[config.mk]
export PLATFORM = sky130hd
export DESIGN_NAME = sync_pulse_tx
export DESIGN_NICKNAME = d
export VERILOG_FILES = /design/src/rtl/sync_pulse_tx.sv
export SDC_FILE = /design/constraint.sdc
export NUM_CORES = 1
export LEC_CHECK = 0
export CAP_MARGIN = 0
export CELL_PAD_IN_SITES_DETAIL_PLACEMENT = 1
export CELL_PAD_IN_SITES_GLOBAL_PLACEMENT = 2
export CORE_ASPECT_RATIO = 0.9
export CORE_MARGIN = 5
export CORE_UTILIZATION = 29
export CTS_BUF_LIST = sky130_fd_sc_hd__clkbuf_16
export CTS_CLUSTER_SIZE = 28
export DETAILED_ROUTE_END_ITERATION = 10
export HOLD_SLACK_MARGIN = 0.12
export PLACE_DENSITY = 0.73
export SYNTH_ARGS = -nofsm -noshare
export SYNTH_HDL_FRONTEND = slang
export SYNTH_SLANG_ARGS = --single-unit
[constraint.sdc]
create_clock -name clk -period 2.1 [get_ports clk]
set_clock_uncertainty 0.05 [all_clocks]
set_input_delay 0.315 -clock clk [delete_from_list [all_inputs] [get_ports clk]]
set_output_delay 0.315 -clock clk [all_outputs]
set_load 0.01 [all_outputs]
[src/rtl/sync_pulse_tx.sv]
// rtl/sync_pulse_tx.sv - event pulse to held-level transmitter with replay queue
module sync_pulse_tx #(
  parameter int   HIGH_CYCLES = 4,
  parameter int   LOW_CYCLES  = 4,
  parameter int   PENDING_W   = 4,
  parameter logic IDLE_VALUE  = 1'b0
) (
  input  logic                 clk,
  input  logic                 nrst,
  input  logic                 in_pulse,
  input  logic                 clr_overflow,
  output logic                 out_sig,
  output logic                 busy,
  output logic [PENDING_W-1:0] pending,
  output logic                 overflow
);

  localparam int MAX_CYCLES = (HIGH_CYCLES > LOW_CYCLES) ? HIGH_CYCLES : LOW_CYCLES;
  localparam int CW         = $clog2(MAX_CYCLES + 1);
  localparam logic [CW-1:0]        HIGH_LAST = CW'(HIGH_CYCLES);
  localparam logic [CW-1:0]        LOW_LAST  = CW'(LOW_CYCLES);
  localparam logic [CW-1:0]        CNT_ONE   = CW'(1);
  localparam logic [PENDING_W-1:0] PEND_MAX  = '1;

  typedef enum logic [1:0] {IDLE, HIGH, GAP} state_t;

  state_t               state, state_nx;
  logic [CW-1:0]        cnt, cnt_nx;
  logic [PENDING_W-1:0] pending_nx;
  logic                 overflow_nx;
  logic                 out_nx;
  logic                 busy_nx;
  logic                 launch;
  logic                 has_queued;
  logic                 drop;

  always_comb begin
    state_nx    = state;
    cnt_nx      = cnt;
    launch      = 1'b0;
    has_queued  = (pending != '0);
    pending_nx  = pending;
    drop        = 1'b0;
    overflow_nx = overflow;

    case (state)
      IDLE: launch = in_pulse || has_queued;
      HIGH: begin
        if (cnt == HIGH_LAST) begin
          state_nx = GAP;
          cnt_nx   = CNT_ONE;
        end else begin
          cnt_nx = cnt + CNT_ONE;
        end
      end
      GAP: begin
        if (cnt == LOW_LAST) begin
          if (in_pulse || has_queued) begin
            launch = 1'b1;
          end else begin
            state_nx = IDLE;
            cnt_nx   = '0;
          end
        end else begin
          cnt_nx = cnt + CNT_ONE;
        end
      end
      default: begin
        state_nx = IDLE;
        cnt_nx   = '0;
      end
    endcase

    if (launch) begin
      state_nx = HIGH;
      cnt_nx   = CNT_ONE;
    end

    // A launch takes the oldest queued event first; a fresh in_pulse then refills its slot.
    if (launch && has_queued) begin
      if (!in_pulse) pending_nx = pending - 1'b1;
    end else if (in_pulse && !launch) begin
      if (pending == PEND_MAX) drop = 1'b1;
      else                     pending_nx = pending + 1'b1;
    end

    if (drop)              overflow_nx = 1'b1;
    else if (clr_overflow) overflow_nx = 1'b0;

    out_nx  = (state_nx == HIGH) ? ~IDLE_VALUE : IDLE_VALUE;
    busy_nx = (state_nx != IDLE);
  end

  always_ff @(posedge clk or negedge nrst) begin
    if (!nrst) begin
      state    <= IDLE;
      cnt      <= '0;
      out_sig  <= IDLE_VALUE;
      busy     <= 1'b0;
      pending  <= '0;
      overflow <= 1'b0;
    end else begin
      state    <= state_nx;
      cnt      <= cnt_nx;
      out_sig  <= out_nx;
      busy     <= busy_nx;
      pending  <= pending_nx;
      overflow <= overflow_nx;
    end
  end

endmodule
==> flow_summary.ini, run 1 <==
[die]
die_w_microns = 66.4
ios = 11
start_util_pct = 30.2
die_h_microns = 60.8
row_count = 18
die_area_sq_um = 4040
core_sq_um = 2750

[pwr]
comb_power_share_pct = 52.4
power.share.switching_pct = 40.5
leakagePower_nw = 0.488
ir_drop_uv = 567
sequentialPowerShare_pct = 27.2
p_int_mw = 1.02
pwr_density_cell_nw_per_um2 = 1520
p_switching_mw = 0.691
p_clk_share_pct = 20.4

[route]
wl_microns = 2160
dr_total_vias = 754
first_iter_violations = 16
drc = 0
first_pass_iters = 3
ant_nets = 0
drt-wirelength-per-cell_microns = 14.5
detail_route.vias_per_cell = 5.06

[setup_path]
required_ns = 2.21
cp_data_arrival_time_ns = 2.07
rrSetupSlack_ns = 0.14
crit_fanout = 3
start_kind = flop
rr_worst_depth = 8
end_kind = flop
r2r-start = state[0]
crit_type = reg2reg
rr_endpoint = pending[2]

[timing]
hold_violations = 0
tightest_slew_ns = 0.590
slew_headroom_pct = 60.5
slew_violations = 0
rsz0062_at_grt = yes
fin_crit_ns = 1.96
max_freq_ghz = 0.510
finalCritPeriodShare_pct = 93.4
setup_tns_ns = 0
setup-violations-final = 0
setup_ws_ns = 0.139

[synth]
ys_warn_count = 0
ys.flop_type = dfrtp_1
synth_adder_area_share_pct = 10.5
synth_fp_nets = 103
yosys.area_share.simple_pct = 22.4
synthXorXnorAreaFrac_pct = 1.05
synth_compound_gate_area_share_pct = 24.8
ys_types = 35
synthMuxAreaShare_pct = 0
synth_area_leader_cell = dfrtp_1
synth_area_leaders = dfrtp_1 36%, ha_1 11%, o21ai_0 4.2%
yosys_register_bits = 12
ys_seq_area_share_pct = 36.1
syn_inst = 92
async_flop_share_pct = 100
synth_top_family_by_area = compound AO/OA/AOI/OAI gates
synth_top_area_share_pct = 36.1
avgSynthCellArea_sq_um = 9.03
synth.cell_area_sq_um = 831
synth_edf_count = 0

[clock_tree]
root_buffer = clkbuf_16
clk_pin_slew_ns = 0.05
cts.htree.levels = 1
hold_buffers = 0
cts_tree = built
clk_latency_ns = 0.24
cts_buffers = 3
clock_sinks = 12
clk_path_buf_depth = 2

[placement]
placed_area_sq_um = 1020
post-place-ws_ns = 0.104
gp_congestion = 0.757
portBuffers = 10
hpwl_microns = 1560

[cells_and_area]
final_area_sq_um = 1120
nets = 122
drive_above_1_share_pct = 16.5
antennaDiodeCount = 0
area_growth_pct = 34.8

[global_routing]
grt.overflow.total = 0
grt_max_degree = 14
grt_pass1_wl_microns = 3710
grt_usage_pct = 11.8
grt_pass1_vias = 810
antenna_found_initial = 0

[flow_run]
maxCapViolations = 0

[status]
status = completed

[min_path]
min_path_type = in2async
[repair_timing]
action / in CTS / in global routing
endpoints found under the setup margin: 0 / 2
buffers inserted: 0 / 0
resized for setup: 0 / 3
[flip-flops by register name, indices dropped and copies added, names as in the netlist]
register / flops
state: 2
overflow: 1
pending: 4
busy: 1
cnt: 3
out_sig: 1
[cells in the mapped netlist (3+ instances only)]
library cell / count
a21oi_1: 6
and2_1: 3
dfrtp_1: 12
ha_1: 7
inv_1: 6
nand2_1: 6
nand3_1: 3
nand4_1: 3
nor2_1: 7
o211ai_1: 3
o21ai_0: 7
[critical path, cell delays in order (launching register included)]
cell and delay [ns]:
dfrtp_1 0.34, inv_1 0.06, ha_1 0.22, a31oi_2 0.23, nor3_1 0.08, a21o_1 0.17, ha_1 0.23, o41ai_4 0.34
xor2_1 0.16
[cells in the final DEF (no fill, tap or decap), drive strengths merged, types with 2 or more instances in the layout]
| master | netlist | routed |
|---|---|---|
| a22o | 2 | 2 |
| o22ai | 2 | 2 |
| clkdlybuf4s50 | 0 | 10 |
| o41ai | 3 | 3 |
| o211ai | 3 | 3 |
| inv | 6 | 6 |
| nor2 | 7 | 7 |
| ha | 7 | 7 |
| dfrtp | 12 | 12 |
| nand2 | 6 | 6 |
| nand4 | 3 | 3 |
| a31oi | 2 | 2 |
| a21oi | 6 | 6 |
| buf | 1 | 8 |
| and2 | 3 | 3 |
| nor3 | 2 | 2 |
| nand3 | 3 | 3 |
| o21ai | 7 | 7 |
| clkbuf | 3 | 3 |
[worst max path at each step]
stage / start / end / slack [ns] / cells after the start
finish: state[0] / pending[2] / 0.14 / 8
global route: state[0] / pending[2] / -0.004 / 8
CTS: cnt[1] / pending[2] / 0.08 / 8
detailed placement: cnt[1] / pending[2] / 0.10 / 8
global placement: cnt[0] / pending[2] / 0.11 / 8
floorplan: state[0] / pending[2] / 0.01 / 9
[final cells by class]
cell class	instances	area, sq um
clock buffers	3	75.1
multi-input cells	70	512
fillers	325	1630
inverters	6	22.5
well taps	40	50.0
flip-flops and latches	12	300
repair buffers	18	160
[cells by family after synthesis]
family | after synthesis
xor+xnor | 1
simple gates | 33
compound gates | 29
buf+inv | 10
fa+ha+maj | 7
flops | 12
[per-stage QoR]
step	std cells	total power [mW]	utilization [%]	hold WS (ns)
after floorplan	92	0.992	-	-0.0306
after global placement	146	1.29	37.2	0.473
after detailed placement	146	1.31	37.2	0.486
after CTS	149	1.67	39.9	0.437
after global routing	149	1.85	40.8	0.463
final	149	1.71	40.8	0.404
[power by group through the flow]
stage	clock network, mW	logic (mW)	registers (mW)
6_report	0.348	0.893	0.465
5_1_grt	0.372	0.989	0.487
4_1_cts	0.351	0.860	0.461
3_5_place_dp	0	0.849	0.464
3_3_place_gp	0	0.830	0.462
2_1_floorplan	0	0.555	0.437
[routing by layer]
| layer | vias to the layer above | GRT usage, % | share of wire (%) | wire [microns] |
|---|---|---|---|---|
| li1 | 378 | - | - | - |
| met1 | 365 | 16.3 | 51 | 1100 |
| met2 | 11 | 18.5 | 45 | 974 |
| met3 | 0 | 3.52 | 3.7 | 80 |
| met4 | 0 | 1.74 | 0 | 0 |
| met5 | - | 0 | 0 | 0 |
No activity file was read; power rests on OpenSTA's default activity.
==> run 2: changes to the inputs <==
ABC_AREA = 1   (was not set)
CAP_MARGIN = 15   (was 0)
CORE_UTILIZATION = 28   (was 29)
PLACE_DENSITY = 0.74   (was 0.73)
==> run 2 against run 1 <==
Against the previous run: synthesized cell count up 13%; clock-buffer cell count unchanged; first-iteration DRC count rose by 13%; combinational power increased by 3.4%; wire length decreased by 12%; sequential power is 5.8% lower; setup slack improved by 0.064 ns; utilization down 2.9 points; power decreased by 0.12%; sequential share of layout area up 1.6 points; highest routed layer is now met4.
==> flow_summary.ini, run 2 <==
[route]
drt-wirelength-per-cell_microns = 12.0
first_pass_iters = 4
detail_route.vias_per_cell = 4.39
first_iter_violations = 18
wl_microns = 1890
drc = 0
dr_total_vias = 694
ant_nets = 0

[timing]
hold_violations = 0
slew_headroom_pct = 63.1
tightest_slew_ns = 0.552
slew_violations = 0
finalCritPeriodShare_pct = 90.4
setup-violations-final = 0
fin_crit_ns = 1.90
max_freq_ghz = 0.527
setup_tns_ns = 0
rsz0062_at_grt = no

[cells_and_area]
multi_input_area_sq_um = 459
mostFrequentLayoutCells = 24 x nand2_1, 17 x inv_1, 12 x dfrtp_1
ff_latch_area_sq_um = 300
nets = 130
area_growth_pct = 28.1
drive_above_1_share_pct = 16.1
largest_register_ff_count = 4
fillCellCount = 358
antennaDiodeCount = 0
instances_no_fill = 158
registers.top_by_ff_count = pending
largestRegisters = pending: 4 flops, cnt: 3 flops, state: 2 flops
final_common_cell = nand2_1

[die]
ios = 11
die_area_sq_um = 4130
start_util_pct = 29.5
row_count = 18
die_w_microns = 67.2
core_sq_um = 2790
die_h_microns = 61.5

[clock_tree]
cts_tree = built
root_buffer = clkbuf_16
clk_path_buf_depth = 2
hold_buffers = 0
cts_buffers = 3
cts.htree.levels = 1
clk_latency_ns = 0.24
clock_sinks = 12
clk_pin_slew_ns = 0.04

[global_routing]
grt_max_degree = 13
grt.overflow.total = 0
grt_pass1_vias = 741
grt_pass1_wl_microns = 3440
grt_usage_pct = 11.3
antenna_found_initial = 0

[synth]
synth_compound_gate_area_share_pct = 7.28
ys_warn_count = 0
ys.flop_type = dfrtp_1
avgSynthCellArea_sq_um = 7.93
yosysMostFrequentCell = nand2_1
ys_types = 20
synth_top_family_by_area = simple AND/OR/NAND/NOR gates
yosys.area_share.simple_pct = 36.4
synth_area_leader_cell = dfrtp_1
synth_area_leaders = dfrtp_1 36%, nand2_1 11%, ha_1 11%
ys_seq_area_share_pct = 36.4
synth_top_area_share_pct = 36.4
synth.cell_area_sq_um = 825
synthXorXnorAreaFrac_pct = 1.06
synthMuxAreaShare_pct = 0
synth_adder_area_share_pct = 10.6
async_flop_share_pct = 100
yosys_register_bits = 12
synth_common_cells = 25 x nand2_1, 18 x inv_1, 12 x dfrtp_1
synth_edf_count = 0
synth_fp_nets = 115
syn_inst = 104

[setup_path]
r2r-start = state[0]
crit_type = reg2reg
crit_fanout = 8
cp_data_arrival_time_ns = 1.97
end_kind = flop
required_ns = 2.18
worstSetupStartpoint = state[0]
start_kind = flop

[min_path]
min_path_type = in2async

[placement]
gp_congestion = 0.782
dp.cells = 154
hpwl_microns = 1490
portBuffers = 10

[pwr]
leakagePower_nw = 0.523
ir_drop_uv = 601
pwr_density_cell_nw_per_um2 = 1610

[flow_run]
maxCapViolations = 0

[status]
status = completed
-- run 2: logic make-up (layout without fill, tap and decap cells) --
| logic type | after synthesis | after routing |
|---|---|---|
| buf+inv | 18 | 32 |
| compound gates | 10 | 10 |
| simple gates | 56 | 56 |
| xor+xnor | 1 | 1 |
| flops | 12 | 12 |
| fa+ha+maj | 7 | 7 |
-- run 2: layout make-up --
type | instances | area share, %
Tap cell | 40 | 4.74
Timing Repair Buffer | 10 | 9.48
Sequential cell | 12 | 28.4
Clock buffer | 3 | 7.11
Inverter | 18 | 6.40
Multi-Input combinational cell | 74 | 43.5
Clock inverter | 1 | 0.355
-- run 2: worst max-delay path, cell delays in order (launching register included) --
cell	delay [ns]
dfrtp_1	0.41
inv_1	0.10
ha_1	0.21
nand3_1	0.16
nand2_4	0.15
nand3_1	0.10
nand2_1	0.08
inv_1	0.04
ha_1	0.16
inv_1	0.05
nand2_1	0.07
inv_1	0.06
nand2_1	0.04
nand3_1	0.06
nand2_1	0.05
-- run 2: repair_timing --
item,CTS,global route
setup buffers,0,0
hold endpoints to repair,0,0
setup endpoints to repair,0,2
gates resized for setup,0,2
-- run 2: through the flow --
step           instance area, sq um  power, mW  hold slack [ns]  setup slack [ns]  util [%]
5_1_grt                        1060       1.89            0.452            0.0130      37.8
2_1_floorplan                   825       1.07          -0.0306             0.353         -
6_report                       1060       1.70            0.391             0.203      37.8
3_5_place_dp                    975       1.37            0.485             0.116      34.9
4_1_cts                        1050       1.73            0.413             0.104      37.7
3_3_place_gp                    975       1.35            0.468             0.160      34.9
-- run 2: final timing paths --
| kind | end | slack, ns | cells past startpoint |
|---|---|---|---|
| worst min register to register | overflow | 0.49 | 2 |
| worst max-delay path | pending[2] | 0.20 | 14 |
| worst min-delay path | state[1] | 0.39 | 1 |
| max in group asynchronous | pending[3] | 1.25 | 1 |
| min in group clk | overflow | 0.49 | 2 |
| worst max register to register | pending[2] | 0.20 | 14 |
-- run 2: report_power, final --
| part | leakage [nW] | internal, mW | switching, mW |
|---|---|---|---|
| registers | 0.146 | 0.332 | 0.106 |
| clock network | 0.0385 | 0.250 | 0.0927 |
| logic | 0.338 | 0.381 | 0.542 |
-- run 2: layer usage --
layer | vias to the layer above | global-route usage, % | wire length (microns)
met4 | 0 | 4.34 | 22
met2 | 9 | 17.8 | 810
li1 | 359 | - | -
met1 | 324 | 14.3 | 974
met3 | 2 | 4.01 | 83
met5 | - | 0 | 0
==> run 3: changes to the inputs <==
CELL_PAD_IN_SITES_DETAIL_PLACEMENT = not set   (was 1)
CELL_PAD_IN_SITES_GLOBAL_PLACEMENT = not set   (was 2)
CORE_UTILIZATION = 55   (was 28)
PLACE_DENSITY = 0.81   (was 0.74)
clock period = 2.26 ns   (was 2.1 ns; I/O delays follow)
==> run 3 against run 2 <==
Against the previous run: utilization increased by 34 points; sequential power decreased by 8.2%; register-to-register slack improved by 0.10 ns; final area decreased by 3.2%; clock-buffer cell count unchanged; critical path depth increased by 1; via count decreased by 2.4%; die area decreased by 43%; worst hold slack improved by 0.0051 ns; sequential share of layout area increased by 0.94 points; global-route usage increased by 5.3 points; critical endpoint unchanged; largest power group unchanged; highest routed layer unchanged.
==> flow_summary.ini, run 3 (synthesis gave the netlist of run 2 again) <==
[setup_path]
critPathMaxStageDelay_ns = 0.39
cp_data_arrival_time_ns = 2.03
worstSetupStartpoint = state[0]
r2r-start = state[0]
cpMostUsedCell = nand2_1
end_kind = flop
required_ns = 2.34
start_kind = flop
crit_type = reg2reg
cp_slowest_cell = dfrtp_1
worstPathCellList = inv_1 -> ha_1 -> inv_1 -> nand2_4 -> nand2_1 -> nand2_1 -> nand2_1 -> inv_1 -> ha_1 -> inv_1 -> nand2_1 -> inv_1 -> nand2_1 -> nand3_1 -> nand2_1
crit_fanout = 8

[route]
dr_total_vias = 677
wl_microns = 1510
first_pass_iters = 4
first_iter_violations = 11
detail_route.vias_per_cell = 5.09
drc = 0
drt-wirelength-per-cell_microns = 11.3
ant_nets = 0

[cells_and_area]
final_common_cell = nand2_1
fin_util_pct = 71.4
instances_no_fill = 133
area_growth_pct = 24.0
registers.top_by_ff_count = pending
nets = 130
largest_register_ff_count = 4
drive_above_1_share_pct = 14.4
mostFrequentLayoutCells = 25 x nand2_1, 18 x inv_1, 12 x dfrtp_1
antennaDiodeCount = 0
largestRegisters = pending: 4 flops, cnt: 3 flops, state: 2 flops

[die]
die_h_microns = 46.7
die_area_sq_um = 2370
row_count = 13
die_w_microns = 50.8
start_util_pct = 57.6
ios = 11
core_sq_um = 1430

[clock_tree]
cts_resized = 0
postCtsSetupRepairBufs = 0
cts.htree.levels = 1
root_buffer = clkbuf_16
cts_tree = built
clk_path_buf_depth = 2
clk_pin_slew_ns = 0.04
clk_latency_ns = 0.24
hold_buffers = 0
cts_buffers = 3
clock_sinks = 12

[timing]
hold_violations = 0
finalCritPeriodShare_pct = 86.4
tightest_slew_ns = 0.521
slew_violations = 0
fin_crit_ns = 1.95
rsz0062_at_grt = no
setup-violations-final = 0
slew_headroom_pct = 65.2
setup_tns_ns = 0
max_freq_ghz = 0.512

[global_routing]
grt.overflow.total = 0
antenna_found_initial = 0
grt_pass1_wl_microns = 2660
grt_max_degree = 13
grt_pass1_vias = 639
grt_usage_pct = 16.6

[pwr]
ir_drop_uv = 888
pwr_density_cell_nw_per_um2 = 1530
leakagePower_nw = 0.523

[flow_run]
maxCapViolations = 0

[min_path]
min_path_type = in2async

[status]
status = completed

[placement]
hpwl_microns = 1170
portBuffers = 10
gp_congestion = 0.863
dp.cells = 129
-- run 3: final timing paths --
check                           slack [ns]         end  depth (start not counted)
min in group clk                      0.48    overflow                          2
max in group asynchronous             1.42  pending[2]                          1
worst min-delay path                  0.40      cnt[0]                          1
worst max register to register        0.31  pending[2]                         15
worst max-delay path                  0.31  pending[2]                         15
worst min register to register        0.48    overflow                          2
-- run 3: report_power, final --
group,switching (mW),internal (mW)
sequential,0.0931,0.309
clock,0.0893,0.232
combinational,0.487,0.354
total,0.669,0.895
-- run 3: worst max-delay path, delay by kind of cell (launching register included) --
family,cells,cell delay [ns]
buffers and inverters,5,0.41
DFF,1,0.39
adders and majority gates,2,0.42
and+or+nand+nor,8,0.58
-- run 3: final cells by class --
cell class	count	area [sq um]
Timing Repair Buffer	10	100
Fill cell	119	409
Clock buffer	3	75.1
Sequential cell	12	300
Multi-Input combinational cell	74	457
Inverter	18	67.6
Tap cell	15	18.8
Clock inverter	1	3.75
-- run 3: layer usage --
metal  GRT usage [%]  wire length [microns]  up-vias
met2            25.2                    684       13
met1            17.8                    677      298
met4            13.8                     55        0
met3            7.94                     90        5
met5               0                      0        -
li1                -                      -      361
-- run 3: metrics by stage --
stage | setup slack [ns] | total power [mW] | hold WS (ns) | area [sq um]
after CTS | 0.313 | 1.58 | 0.411 | 1020
after detailed placement | 0.319 | 1.25 | 0.469 | 943
after global routing | 0.138 | 1.73 | 0.432 | 1020
final | 0.306 | 1.56 | 0.396 | 1020
after floorplan | 0.513 | 0.995 | -0.00659 | 825
after global placement | 0.391 | 1.21 | 0.466 | 943
